--- config.mk ---
export PLATFORM = sky130hd
export DESIGN_NAME = spi_rx_fifo
export DESIGN_NICKNAME = d
export VERILOG_FILES = /design/src/rtl/spi_rx_fifo.sv
export SDC_FILE = /design/constraint.sdc
export NUM_CORES = 1
export LEC_CHECK = 0
export BUFFER_PORTS_ARGS = -buffer_cell sky130_fd_sc_hd__buf_2
export CAP_MARGIN = 20
export CORE_UTILIZATION = 25
export DETAILED_ROUTE_END_ITERATION = 7
export HOLD_SLACK_MARGIN = 0.12
export MAX_ROUTING_LAYER = met4
export PLACE_DENSITY = 0.44
export SLEW_MARGIN = 20
export SYNTH_ARGS = -nofsm -noshare
export SYNTH_HDL_FRONTEND = slang
export SYNTH_SLANG_ARGS = --single-unit
--- constraint.sdc ---
create_clock -name i_clock -period 3.6 [get_ports i_clock]
set_input_delay 0.54 -clock i_clock [delete_from_list [all_inputs] [get_ports i_clock]]
set_output_delay 0.54 -clock i_clock [all_outputs]
set_load 0.01 [all_outputs]
--- src/rtl/spi_rx_fifo.sv ---
// spi_rx_fifo: FWFT receive buffer behind the SPI master; counts accepted words, flags overflow.
// Latency: a word written at edge N is visible on o_data / o_count after edge N (next cycle).
// Backpressure: none toward the SPI master; words arriving while full are dropped, or with
// SPI_RX_OVERWRITE_EN defined they replace the oldest entry. Either way o_overflow is set.
module spi_rx_fifo #(
  parameter int SPI_DATA_WIDTH    = 32,
  parameter int FIFO_DEPTH_LOG2   = 4,
  parameter int ALMOST_FULL_LEVEL = 12,
  parameter int FRAME_COUNT_WIDTH = 16
) (
  input  logic                         i_clock,
  input  logic                         i_reset,
  input  logic                         i_spi_done,
  input  logic [SPI_DATA_WIDTH-1:0]    i_spi_data,
  input  logic                         i_read,
  input  logic                         i_flush,
  input  logic                         i_clear_overflow,
  output logic [SPI_DATA_WIDTH-1:0]    o_data,
  output logic                         o_empty,
  output logic                         o_full,
  output logic                         o_almost_full,
  output logic [FIFO_DEPTH_LOG2:0]     o_count,
  output logic                         o_overflow,
  output logic [FRAME_COUNT_WIDTH-1:0] o_frame_count
);

  localparam int DEPTH = 1 << FIFO_DEPTH_LOG2;
  localparam logic [FIFO_DEPTH_LOG2:0] DEPTH_CNT = (FIFO_DEPTH_LOG2+1)'(DEPTH);
  localparam logic [FIFO_DEPTH_LOG2:0] AF_CNT    = (FIFO_DEPTH_LOG2+1)'(ALMOST_FULL_LEVEL);

  logic [SPI_DATA_WIDTH-1:0]    mem_q [DEPTH];
  logic [FIFO_DEPTH_LOG2-1:0]   wr_ptr_q, wr_ptr_d;
  logic [FIFO_DEPTH_LOG2-1:0]   rd_ptr_q, rd_ptr_d;
  logic [FIFO_DEPTH_LOG2:0]     count_q, count_d;
  logic                         overflow_q, overflow_d;
  logic [FRAME_COUNT_WIDTH-1:0] frame_count_q, frame_count_d;

  logic full, empty;
  logic pop_ok;      // pop that actually dequeues
  logic wr_ok;       // write with a free slot (or one freed by a same-cycle pop)
  logic ovf_evt;     // write arriving while full with no pop
  logic ovw;         // overflow event that replaces the oldest entry
  logic mem_we;

  // Next-state bookkeeping for pointers, occupancy, sticky overflow and word counter
  always_comb begin
    full          = (count_q == DEPTH_CNT);
    empty         = (count_q == '0);
    pop_ok        = i_read && !empty;
    wr_ok         = i_spi_done && (!full || pop_ok);
    ovf_evt       = i_spi_done && full && !pop_ok;
`ifdef SPI_RX_OVERWRITE_EN
    ovw           = ovf_evt;
`else
    ovw           = 1'b0;
`endif
    wr_ptr_d      = wr_ptr_q;
    rd_ptr_d      = rd_ptr_q;
    count_d       = count_q;
    overflow_d    = overflow_q;
    frame_count_d = frame_count_q;
    mem_we        = 1'b0;

    if (i_flush) begin
      // Flush discards any same-cycle write or pop; overflow clear still honoured.
      wr_ptr_d = '0;
      rd_ptr_d = '0;
      count_d  = '0;
      if (i_clear_overflow) overflow_d = 1'b0;
    end else begin
      mem_we = wr_ok || ovw;
      if (wr_ok || ovw) begin
        wr_ptr_d      = wr_ptr_q + 1'b1;
        frame_count_d = frame_count_q + 1'b1;
      end
      if (pop_ok || ovw) rd_ptr_d = rd_ptr_q + 1'b1;
      // In overwrite mode count stays at depth since the oldest slot is reused.
      if (wr_ok && !pop_ok)      count_d = count_q + 1'b1;
      else if (pop_ok && !wr_ok) count_d = count_q - 1'b1;
      // Set has priority over clear when both happen together.
      if (ovf_evt)               overflow_d = 1'b1;
      else if (i_clear_overflow) overflow_d = 1'b0;
    end
  end

  // Control state register; reset wins over every other input
  always_ff @(posedge i_clock) begin
    if (i_reset) begin
      wr_ptr_q      <= '0;
      rd_ptr_q      <= '0;
      count_q       <= '0;
      overflow_q    <= 1'b0;
      frame_count_q <= '0;
    end else begin
      wr_ptr_q      <= wr_ptr_d;
      rd_ptr_q      <= rd_ptr_d;
      count_q       <= count_d;
      overflow_q    <= overflow_d;
      frame_count_q <= frame_count_d;
    end
  end

  // Storage array; contents are left untouched by reset, only the write is suppressed
  always_ff @(posedge i_clock) begin
    if (!i_reset && mem_we) mem_q[wr_ptr_q] <= i_spi_data;
  end

  // First-word-fall-through head and flags derived from the registered count
  always_comb begin
    o_data        = mem_q[rd_ptr_q];
    o_empty       = empty;
    o_full        = full;
    o_almost_full = (count_q >= AF_CNT);
    o_count       = count_q;
    o_overflow    = overflow_q;
    o_frame_count = frame_count_q;
  end

endmodule

* Word-level counts from Yosys, hierarchy flattened
Memories as Yosys holds them, arrays and structs flattened. A register that Yosys moved wholly into a read port is not among the register bits.
Index checks and enable logic that the tools add are counted.
** Cells by class
- Multiplexer cells :: 10
- Order comparisons :: 1
- Reductions and logical operators :: 17
- Add/subtract/negate cells :: 5
- Equal/unequal tests :: 1
- Bitwise logic cells :: 1
** Operators by type and width (number)
- adder 16 x 1 -> 16 bit, second input constant :: 1
- two-way mux 5 bit :: 2
- adder 4 x 1 -> 4 bit, second input constant :: 2
- two-way mux 4 bit :: 2
- logical AND 1 bit :: 7
- two-way mux 1 bit :: 6
- adder 5 x 1 -> 5 bit, second input constant :: 1
- == test 5 bit, second input constant :: 1
- greater-or-equal comparator 5 x 4 -> 1 bit, second input constant :: 1
- zero test 1 bit :: 5
- zero test 5 bit :: 1
- subtractor 5 x 1 -> 5 bit, second input constant :: 1
- AND reduction 2 bit :: 1
- nonzero test 2 bit :: 1
- OR reduction 2 bit :: 1
- logical OR 1 bit :: 1
- NOT 1 bit :: 1
** Storage, ports and cells
- Logic and storage cells :: 41
- Output and inout bits :: 57
- Memory bits (writable) :: 512
- Register bits :: 30
- Memories kept :: 1
** Memory list
- mem_q :: depth 16, width 32, rd ports 1, clocked after Yosys merged registers in 1, wr ports 1, line 31 : logic [SPI_DATA_WIDTH-1:0] mem_q [DEPTH];

* Logic depth before layout (Yosys ltp)
Gate-level depths: netlist of run 1.
- Depth in word-level cells :: 9
- Mapped depth :: 10
- Mapped depth without buffers :: 9

* Least setup slack after synthesis of run 1
Ideal clock, no wire load.
- Kind :: reg-to-reg
- Start point :: register count_q[4] (netlist: o_count[4])
- End point :: memory mem_q[12][0], enable pin
- Stages on the path, launching flop included :: 6
- Slack :: 0.478 ns
- Arrival :: 2.701 ns
- Data required time :: 3.179 ns
- Buffers on the path :: 1
- Path through :: dfxtp_1 -> clkbuf_1 -> nor2b_1 -> a21boi_1 -> nand2_1 -> nor2_1
** On the way
- Longest elaborated chain between the ends :: 9
- Elaborated cells between the ends (all ways) :: 11
- Those cells by class :: eq/ne: 1; mux: 3; reduce/logical: 7
** RTL lines
- from (decl) :: line 34 : logic [FIFO_DEPTH_LOG2:0] count_q, count_d;
- from (signal assigned) :: line 97 : count_q <= count_d;
- zero test 5 bit :: line 48 : empty = (count_q == '0);
- zero test 1 bit :: line 49 : pop_ok = i_read && !empty;
- logical AND 1 bit :: line 49
- logical OR 1 bit * :: line 50 : wr_ok = i_spi_done && (!full || pop_ok);
- logical AND 1 bit * :: line 50
- two-way mux 1 bit * :: line 64 : if (i_flush) begin
- logical AND 1 bit * :: line 105 : if (!i_reset && mem_we) mem_q[wr_ptr_q] <= i_spi_data;
- two-way mux 1 bit * :: line 105
- two-way mux 1 bit (not written as such) * :: line 105
- to (decl) :: line 31
Mark *: on every way between the ends. The rest lies on a longest branch, timed or not.

==> summary.md, run 1 <==
| Metric | Value |
|---|---|
| Routed vias/inst | 4.471 |
| Residual DRC count | 0 |
| CTS Hold Bufs | 0 |
| RSZ-0062 raised after global routing | false |
| DP HPWL | 28.53 mm |
| Post-CTS setup buffers | 0 |
| Antenna violations before repair | 3 |
| Reg power frac | 0.514 |
| Global-route wire length before repair | approximately 73 mm |
| Synth Cell Area | around 21,000 um^2 |
| Worst-Skew Late Latency | ~0.62 ns |
| Slew HR | 0.4432 |
| Die W | around 290 um |
| Fmax | 0.2981 GHz |
| Hold depth | 4 |
| Starting Density | 0.2535 |
| Switch share | 0.2222 |
| PwrDens | 547.4 nW/um^2 |
| Final wirelength | 49.19 mm |
| Logic gate share of total power | 0.059 |
| Hold Path Class | primary input to flop |
| Status | finished, final reports clean |
| Vias in the first global route | 10,890 |
| Via count | 10,069 |
| Num CTS Buffers | 60 |
| Final ANT Viol Nets | 0 |
| Die area | 84,550 um^2 |
| Setup TNS | 0 ns |
| Crit end category | output port |
| Worst EP arrival | 2.81 ns |
| Final Hold Viols | 0 |
| Slew @ Worst Pin | 0.8332 ns |
| Critical path launch point type | flop |
| Final Skew | 0.02716 ns |
| Routed wire per std cell | 21.84 um |
| Clock buffer depth | 3 |
| Seq/Total Area, Yosys | 0.7701 |
| Final setup fails | 0 |
| Num Clock Sinks | 546 |
| IO Count | 95 |
| Synth Flop Type | edfxtp_1 |
| Metal-1 WL | around 23 mm |
| Root Driver | clkbuf_16 |
| CP required | about 3 ns |
| VDD IR max | between 300 and 400 uV |
| Fillers | 7,995 |
| DR WL met3 | 2.002 mm |
| Initial DRC Count | 768 |
| Reg2reg path depth | 9 |
| Number of synthesized register bits | 546 |
| Synth warnings | 0 |
| Die H | slightly below 300 um |
| CTS tree | done |
| Worst Path Max Fanout | 15 |
| Routed wl met2 | approximately 24 mm |
| MaxCap Viol Count | 0 |
| Port bufs | 94 |
| Global route overflow | 0 |
| Mapped Avg Cell Area | roughly 21 um^2 |
| Detailed Routing Iterations Pass 1 | 4 |
| Post-synth ARST share | 0 |
| Total track usage | 0.1207 |
| Leakage power | 7.729 nW |
| Fin nets | between 1,000 and 1,500 |
| Layout cell share with drive strength beyond 1 | 0.3192 |
| Clock group share of total power | 0.427 |
| Synth Net Count | 1,037 |
| DR top layer | met4 |
| FP Rows | 105 |
| Post-synth EDFFs | 512 |
| Unique masters post-synth | between 40 and 50 |
| Largest net degree at the start of global routing | 42 |
| Crit path time final | about 3.4 ns |
| Core Box Area | a little over 80,000 um^2 |
| Routability Congestion | 0.7160 |
| Fin. max-slew vios | 0 |
| Synth-to-Final Area Change | 19.48% |
| Psw | 3.029 mW |
| Post-CTS sizing | 0 |
| Reg clk slew, reported paths | roughly 0.060 ns |
| Hold WS | 0.2085 ns |
| Setup CP Type | flop to output port |
| Power Internal | roughly 11 mW |
| Depth of the CTS H-tree | 2 |
| Post-Synthesis Cells | between 900 and 1,000 |
| Fin crit share | 0.9318 |
[per-layer routing]
| layer | global-route usage | up-vias |
|---|---|---|
| met1 | 0.1599 | 5352 |
| met2 | 0.1905 | 212 |
| li1 | - | 4443 |
| met4 | 0.03252 | 0 |
| met3 | 0.02141 | 62 |
| met5 | - | - |
[Yosys cell counts, drive strengths merged, types with 3 or more instances]
library cell	count	area share
mux2i	4	0.0019
a21oi	13	0.0031
ha	10	0.0060
o211ai	5	0.0025
o31ai	7	0.0025
clkbuf	36	0.0065
nor2	41	0.0074
a211oi	3	0.0011
nand3	9	0.0022
xor2	5	0.0021
dfxtp	34	0.033
or4	9	0.0034
nand2	43	0.0077
buf	15	0.0039
mux4	128	0.14
mux2	3	0.0018
a22oi	64	0.023
nor4	4	0.0012
nor2b	7	0.0021
inv	5	0.00090
edfxtp	512	0.74
and2	3	0.00090
xnor2	5	0.0021
[sequential cells by signal, indices dropped and copies added, names as in the netlist, named ones only]
signal and flops:
mem_q 512, o_overflow 1, o_frame_count 16, rd_ptr_q 4, wr_ptr_q 4, o_count 5
[stage by stage]
| step | instances | setup slack, ns | power [mW] | util | area [um^2] |
|---|---|---|---|---|---|
| 6_report | 2252 | 0.2455 | 13.64 | 0.3029 | 24910 |
| 5_1_grt | 2251 | 0.07168 | 14.13 | 0.3029 | 24910 |
| 4_1_cts | 2248 | 0.1405 | 13.84 | 0.3028 | 24900 |
| 3_5_place_dp | 2137 | 0.5787 | 7.975 | 0.2803 | 23050 |
| 3_3_place_gp | 2137 | 0.6338 | 7.972 | 0.2803 | 23050 |
| 2_1_floorplan | 988 | 0.4778 | 7.647 | - | 20850 |
[final timing paths]
path / slack [ns] / end / start
min reg2reg: 0.50 / o_overflow / o_overflow
max reg2reg: 0.55 / o_count[3] / o_count[0]
min: 0.21 / o_overflow / i_clear_overflow
max: 0.25 / o_data[14] / flop
[power by group through the flow]
| stage | registers (mW) | logic (mW) | clock network [mW] |
|---|---|---|---|
| final | 7.01 | 0.808 | 5.82 |
| after global placement | 7.14 | 0.829 | 0 |
| after global routing | 7.01 | 0.887 | 6.23 |
| after detailed placement | 7.14 | 0.831 | 0 |
| after floorplan | 7.13 | 0.518 | 0 |
| after CTS | 7.01 | 0.834 | 6.00 |
[layout by cell type (no fill, tap or decap), types with 7 or more instances in the layout]
cell	count
nand2_1	43
nand3_1	9
ha_1	10
clkinv_2	9
dfxtp_1	32
a22oi_1	64
clkbuf_16	60
buf_2	94
clkinv_1	16
a21oi_1	13
nor2_1	24
o31ai_1	7
buf_12	15
nor2_4	17
mux4_2	128
buf_4	21
edfxtp_1	512
clkbuf_1	12
[cell type report]
type,instances,area [um^2],area share
Clock inverter,39,302.8,0.01216
Tap cell,1070,1339,0.05374
Inverter,5,18.77,0.0007534
Timing Repair Buffer,130,928.4,0.03727
Clock buffer,72,1546,0.06208
Sequential cell,546,16060,0.6448
Multi-Input combinational cell,386,4702,0.1888
Antenna cell,4,10.01,0.0004018
[worst max-delay path, stage by stage (launching register included)]
cell and delay, ns:
dfxtp_4 0.56, buf_4 0.30, mux4_2 0.51, a22oi_1 0.44, nand2_1 0.17, buf_2 0.18
[logic make-up (layout without fill, tap and decap cells)]
kind of cell	count (synthesis)	in the layout	share of synthesized area
xor gates and xnor gates	10	10	0.004201
adders and majority gates	11	11	0.006962
other	0	4	0
and+or+nand+nor	128	128	0.02953
buffers and inverters	56	246	0.01128
AOI/OAI and AO/OA	102	102	0.03595
DFF	546	546	0.7701
muxes	135	135	0.1420
No activity file was read; power rests on OpenSTA's default activity.
==> inputs of run 2 (changes only) <==
- ABC_CLOCK_PERIOD_IN_PS: not set -> 3600
- REMOVE_ABC_BUFFERS: not set -> 1
- SLEW_MARGIN: 20 -> 15
==> run 2 against run 1 <==
Net effect: core utilization rose by 0.28 points; combinational power fell by 2%; first-iteration DRC count fell by 5.9%; worst setup slack improved by 0.12 ns; final area rose by 0.93%; maximum frequency rose by 3.6%; clock skew fell by 0.0052 ns; worst hold slack improved by 0.0068 ns; clock power rose by 6.0%; final cell count rose by 0.18%; non-clock buffer count rose by 2; flip-flop and latch count did not move; critical endpoint is now o_data[20].
==> summary.md, run 2 (synthesized netlist as in run 1, its figures left out) <==
| Metric | Value |
|---|---|
| Status | finished, final reports clean |
| Routability Congestion | 0.7073 |
| Residual DRC count | 0 |
| Max FFs per register | approximately 510 |
| Starting Density | 0.2535 |
| Core Util, Final | 0.3057 |
| Largest net degree at the start of global routing | 47 |
| CTS Hold Bufs | 0 |
| Worst-path cell chain | buf_12 -> mux4_2 -> a22oi_1 -> nand2_1 -> buf_2 |
| DR WL met3 | ~2.5 mm |
| Setup ws final | roughly 0.36 ns |
| Worst EP arrival | 2.70 ns |
| Most frequent cells in the layout | edfxtp_1, mux4_2, buf_2 |
| Global-route wire length before repair | 72.26 mm |
| PwrDens | 555.9 nW/um^2 |
| Num CTS Buffers | about 60 |
| Num Clock Sinks | 546 |
| Crit end category | output port |
| Setup CP Type | flop to output port |
| Routed wire per std cell | 21.61 um |
| Clock buffer depth | 3 |
| Detailed Routing Iterations Pass 1 | 5 |
| Slowest stage delay, CP | approximately 0.65 ns |
| Final setup fails | 0 |
| Critical path launch point type | flop |
| Die H | 290.8 um |
| Pre-CTS WS | 0.6309 ns |
| Global route overflow | 0 |
| MaxCap Viol Count | 0 |
| Hold Path Class | primary input to flop |
| Fillers | 7,951 |
| Post-place instance area | 23,150 um^2 |
| Root Driver | clkbuf_16 |
| Die area | around 85,000 um^2 |
| RSZ-0062 raised after global routing | false |
| Depth of the CTS H-tree | 2 |
| Top reg by flops | mem_q |
| Post-CTS sizing | 0 |
| Port bufs | 94 |
| Worst path bufs/invs | 2 |
| Synth-to-Final Area Change | 20.60% |
| Initial DRC Count | 723 |
| Reg clk slew, reported paths | 0.06 ns |
| Commonest non-fill, non-tap cell in the layout | edfxtp_1 |
| VDD IR max | 363.7 uV |
| DR top layer | met4 |
| Metal-1 WL | 22.92 mm |
| Fmax | just over 0.3 GHz |
| Total track usage | 0.1187 |
| Fin nets | around 1,200 |
| Die W | 290.8 um |
| Cell family with most CP delay | flip-flops |
| Vias in the first global route | 10,713 |
| Antenna violations before repair | 4 |
| Worst Path Max Fanout | 24 |
| Final ANT Viol Nets | 0 |
| Total Power | roughly 14 mW |
| Slowest cell on the critical path | dfxtp_4 |
| Fin. max-slew vios | 0 |
| Worst-Skew Late Latency | 0.63 ns |
| Final Hold Viols | 0 |
| IO Count | 95 |
| Layout cell share with drive strength beyond 1 | 0.3212 |
| Core Box Area | 82,240 um^2 |
| Routed vias/inst | about 4.5 |
| Post-CTS setup buffers | 0 |
| Slew HR | 0.5808 |
| CP required | 3.06 ns |
| Via count | just over 10,000 |
| Crit path time final | 3.237 ns |
| FP Rows | 105 |
| DP HPWL | 26.14 mm |
| Design area | about 25,000 um^2 |
| Final wirelength | 48.75 mm |
| Slew @ Worst Pin | between 0.6 and 0.7 ns |
| Routed wl met2 | 22.53 mm |
| Fin crit share | 0.8992 |
| Final Skew | between 0.02 and 0.025 ns |
| CTS tree | done |
| Leakage power | 7.832 nW |
## run 2: changes by cell type in the layout (fill, tap and decap cells not counted), sizes merged
cell	previous run	this run
diode	4	3
bufinv	3	7
clkbuf	72	81
buf	130	132
clkinvlp	4	1
clkinv	28	21
## run 2: power breakdown
| part | leakage [nW] | internal [mW] | switching, mW |
|---|---|---|---|
| clock | 0.966 | 3.64 | 2.53 |
| sequential | 4.88 | 6.97 | 0.0464 |
| combinational | 1.98 | 0.369 | 0.424 |
| total | 7.83 | 11.0 | 3.00 |
## run 2: path summary, 6_finish.rpt
kind	startpoint	to	slack (ns)	cells past startpoint
worst max-delay path	flop	o_data[20]	0.36	5
worst min-delay path	i_clear_overflow	o_overflow	0.22	4
worst max register to register	o_count[0]	o_count[4]	0.61	9
worst min register to register	o_overflow	o_overflow	0.49	2
## run 2: layout make-up
| class | instances | area, um^2 | share of cell area |
|---|---|---|---|
| diodes | 3 | 7.507 | 0.0002986 |
| clock buffers | 81 | 1602 | 0.06370 |
| clock inverters | 33 | 380.4 | 0.01513 |
| inverters | 5 | 18.77 | 0.0007465 |
| multi-input cells | 386 | 4702 | 0.1870 |
| flip-flops and latches | 546 | 16060 | 0.6389 |
| well taps | 1070 | 1339 | 0.05325 |
| repair buffers | 132 | 1031 | 0.04101 |
## run 2: metal layers
metal	GRT usage	vias up
li1	-	4436
met5	-	-
met2	0.1800	216
met3	0.02661	71
met1	0.1619	5363
met4	0.02684	0
## run 2: tightest hold or removal path, stage by stage
cell and delay [ns]:
buf_2 0.09, inv_1 0.04, a32oi_1 0.04, nor2_1 0.08
## run 2: per-stage QoR
stage / hold slack [ns] / TNS [ns] / instances
global route: 0.2381 / 0 / 2256
finish: 0.2153 / 0 / 2256
floorplan: 0.4587 / -102.08 / 937
CTS: 0.1776 / 0 / 2253
detailed placement: 0.4771 / 0 / 2139
global placement: 0.4736 / 0 / 2139
==> inputs of run 3 (changes only) <==
- MAX_ROUTING_LAYER: met4 -> not set
==> run 3 against run 2 <==
Net effect: flip-flop and latch count unchanged; worst setup slack gained 0.011 ns; combinational power about the same; critical endpoint is now o_data[4].
==> summary.md, run 3 (synthesized netlist as in run 1, its figures left out) <==
| Metric | Value |
|---|---|
| VDD IR max | 364.0 uV |
| Leakage power | 7.832 nW |
| Fin nets | between 1,000 and 1,500 |
| DP HPWL | 26.14 mm |
| Num CTS Buffers | 61 |
| Slew HR | 0.5744 |
| Final Hold Viols | 0 |
| FP Rows | 105 |
| Die area | 84,550 um^2 |
| Psw | ~3.0 mW |
| Worst-Skew Late Latency | 0.63 ns |
| Top reg by flops | mem_q |
| Root Driver | clkbuf_16 |
| Global-route wire length before repair | 72.24 mm |
| Port bufs | 94 |
| Synth-to-Final Area Change | 20.56% |
| Slew @ Worst Pin | 0.6384 ns |
| Num Clock Sinks | 546 |
| Total track usage | 0.1151 |
| Die W | 290.8 um |
| Logic gate share of total power | 0.057 |
| Critical path launch point type | flop |
| Switch share | 0.2143 |
| Most frequent cells in the layout | edfxtp_1, mux4_2, buf_2 |
| Status | finished, final reports clean |
| Clock group share of total power | 0.441 |
| Die H | approximately 290 um |
| Final ANT Viol Nets | 0 |
| Post-CTS sizing | 0 |
| Worst Path Max Fanout | 20 |
| Initial DRC Count | between 700 and 800 |
| Hold Path Class | primary input to flop |
| Worst EP arrival | 2.69 ns |
| Number of diodes | 0 |
| Vias in the first global route | 10,717 |
| Core Util, Final | 0.3056 |
| Clock buffer depth | 3 |
| Starting Density | 0.2535 |
| Crit end category | output port |
| Routability Congestion | 0.6997 |
| Setup TNS | 0 ns |
| Routed vias/inst | 4.498 |
| Via count | 10,133 |
| IO Count | 95 |
| MaxCap Viol Count | 0 |
| Commonest non-fill, non-tap cell in the layout | edfxtp_1 |
| Final Skew | around 0.022 ns |
| Post-CTS setup buffers | 0 |
| Antenna violations before repair | 4 |
| Fin. max-slew vios | 0 |
| CTS Hold Bufs | 0 |
| CP required | 3.06 ns |
| Depth of the CTS H-tree | 2 |
| Setup CP Type | flop to output port |
| Reg power frac | 0.502 |
| Detailed Routing Iterations Pass 1 | 4 |
| RSZ-0062 raised after global routing | false |
| Residual DRC count | 0 |
| Power Internal | about 11 mW |
| Routed wire per std cell | 21.66 um |
| Largest net degree at the start of global routing | 47 |
| Reg clk slew, reported paths | 0.06 ns |
| Final setup fails | 0 |
| Fin crit share | 0.8960 |
| Final wirelength | 48.80 mm |
| Fmax | 0.3100 GHz |
| Global route overflow | 0 |
| CTS tree | done |
| PwrDens | 555.9 nW/um^2 |
| Core Box Area | 82,240 um^2 |
| Layout cell share with drive strength beyond 1 | 0.3212 |
| Max FFs per register | 512 |
| Crit path time final | 3.226 ns |
==> run 3: final timing paths <==
kind | cells past startpoint | endpoint | slack, ns | startpoint
setup reg to reg | 9 | o_count[4] | 0.61 | o_count[0]
hold / removal | 4 | o_overflow | 0.22 | i_clear_overflow
setup / recovery | 5 | o_data[4] | 0.37 | flop
hold reg to reg | 2 | o_overflow | 0.49 | o_overflow
==> run 3: cell type report <==
| cell class | instances | area, um^2 |
|---|---|---|
| sequential | 546 | 16060 |
| clock buffer | 81 | 1602 |
| timing repair buffer | 132 | 1031 |
| fill | 7954 | 57110 |
| tap | 1070 | 1339 |
| clock inverter | 33 | 380.4 |
| multi-input combinational | 386 | 4702 |
| inverter | 5 | 18.77 |
==> run 3: power groups by stage <==
stage	clock [mW]	combinational, mW	sequential, mW
floorplan	0	0.483	7.21
global placement	0	0.809	7.15
detailed placement	0	0.812	7.15
CTS	6.35	0.814	7.02
global route	6.60	0.869	7.02
finish	6.17	0.792	7.01
==> run 3: worst max-delay path, cell delays in order (launching register included) <==
cell and delay [ns]:
dfxtp_4 0.64, buf_4 0.36, mux4_2 0.54, a22oi_1 0.21, nand2_1 0.14, buf_2 0.16
==> run 3: routing by layer <==
layer,track usage,part of all wire,vias to the layer above
li1,-,-,4433
met1,0.1618,0.47,5397
met2,0.1799,0.46,222
met3,0.02677,0.050,75
met4,0.02684,0.018,6
met5,0,0.00078,-
==> run 3: metrics by stage <==
stage	power, mW	setup WS, ns	cells	area (um^2)	hold WS [ns]
global placement	7.955	0.6660	2139	23150	0.4736
detailed placement	7.962	0.6309	2139	23150	0.4771
floorplan	7.694	-3.190	937	20630	0.4587
finish	13.97	0.3742	2253	25140	0.2175
CTS	14.18	0.2133	2253	25140	0.1776
global route	14.49	0.1474	2253	25140	0.2381
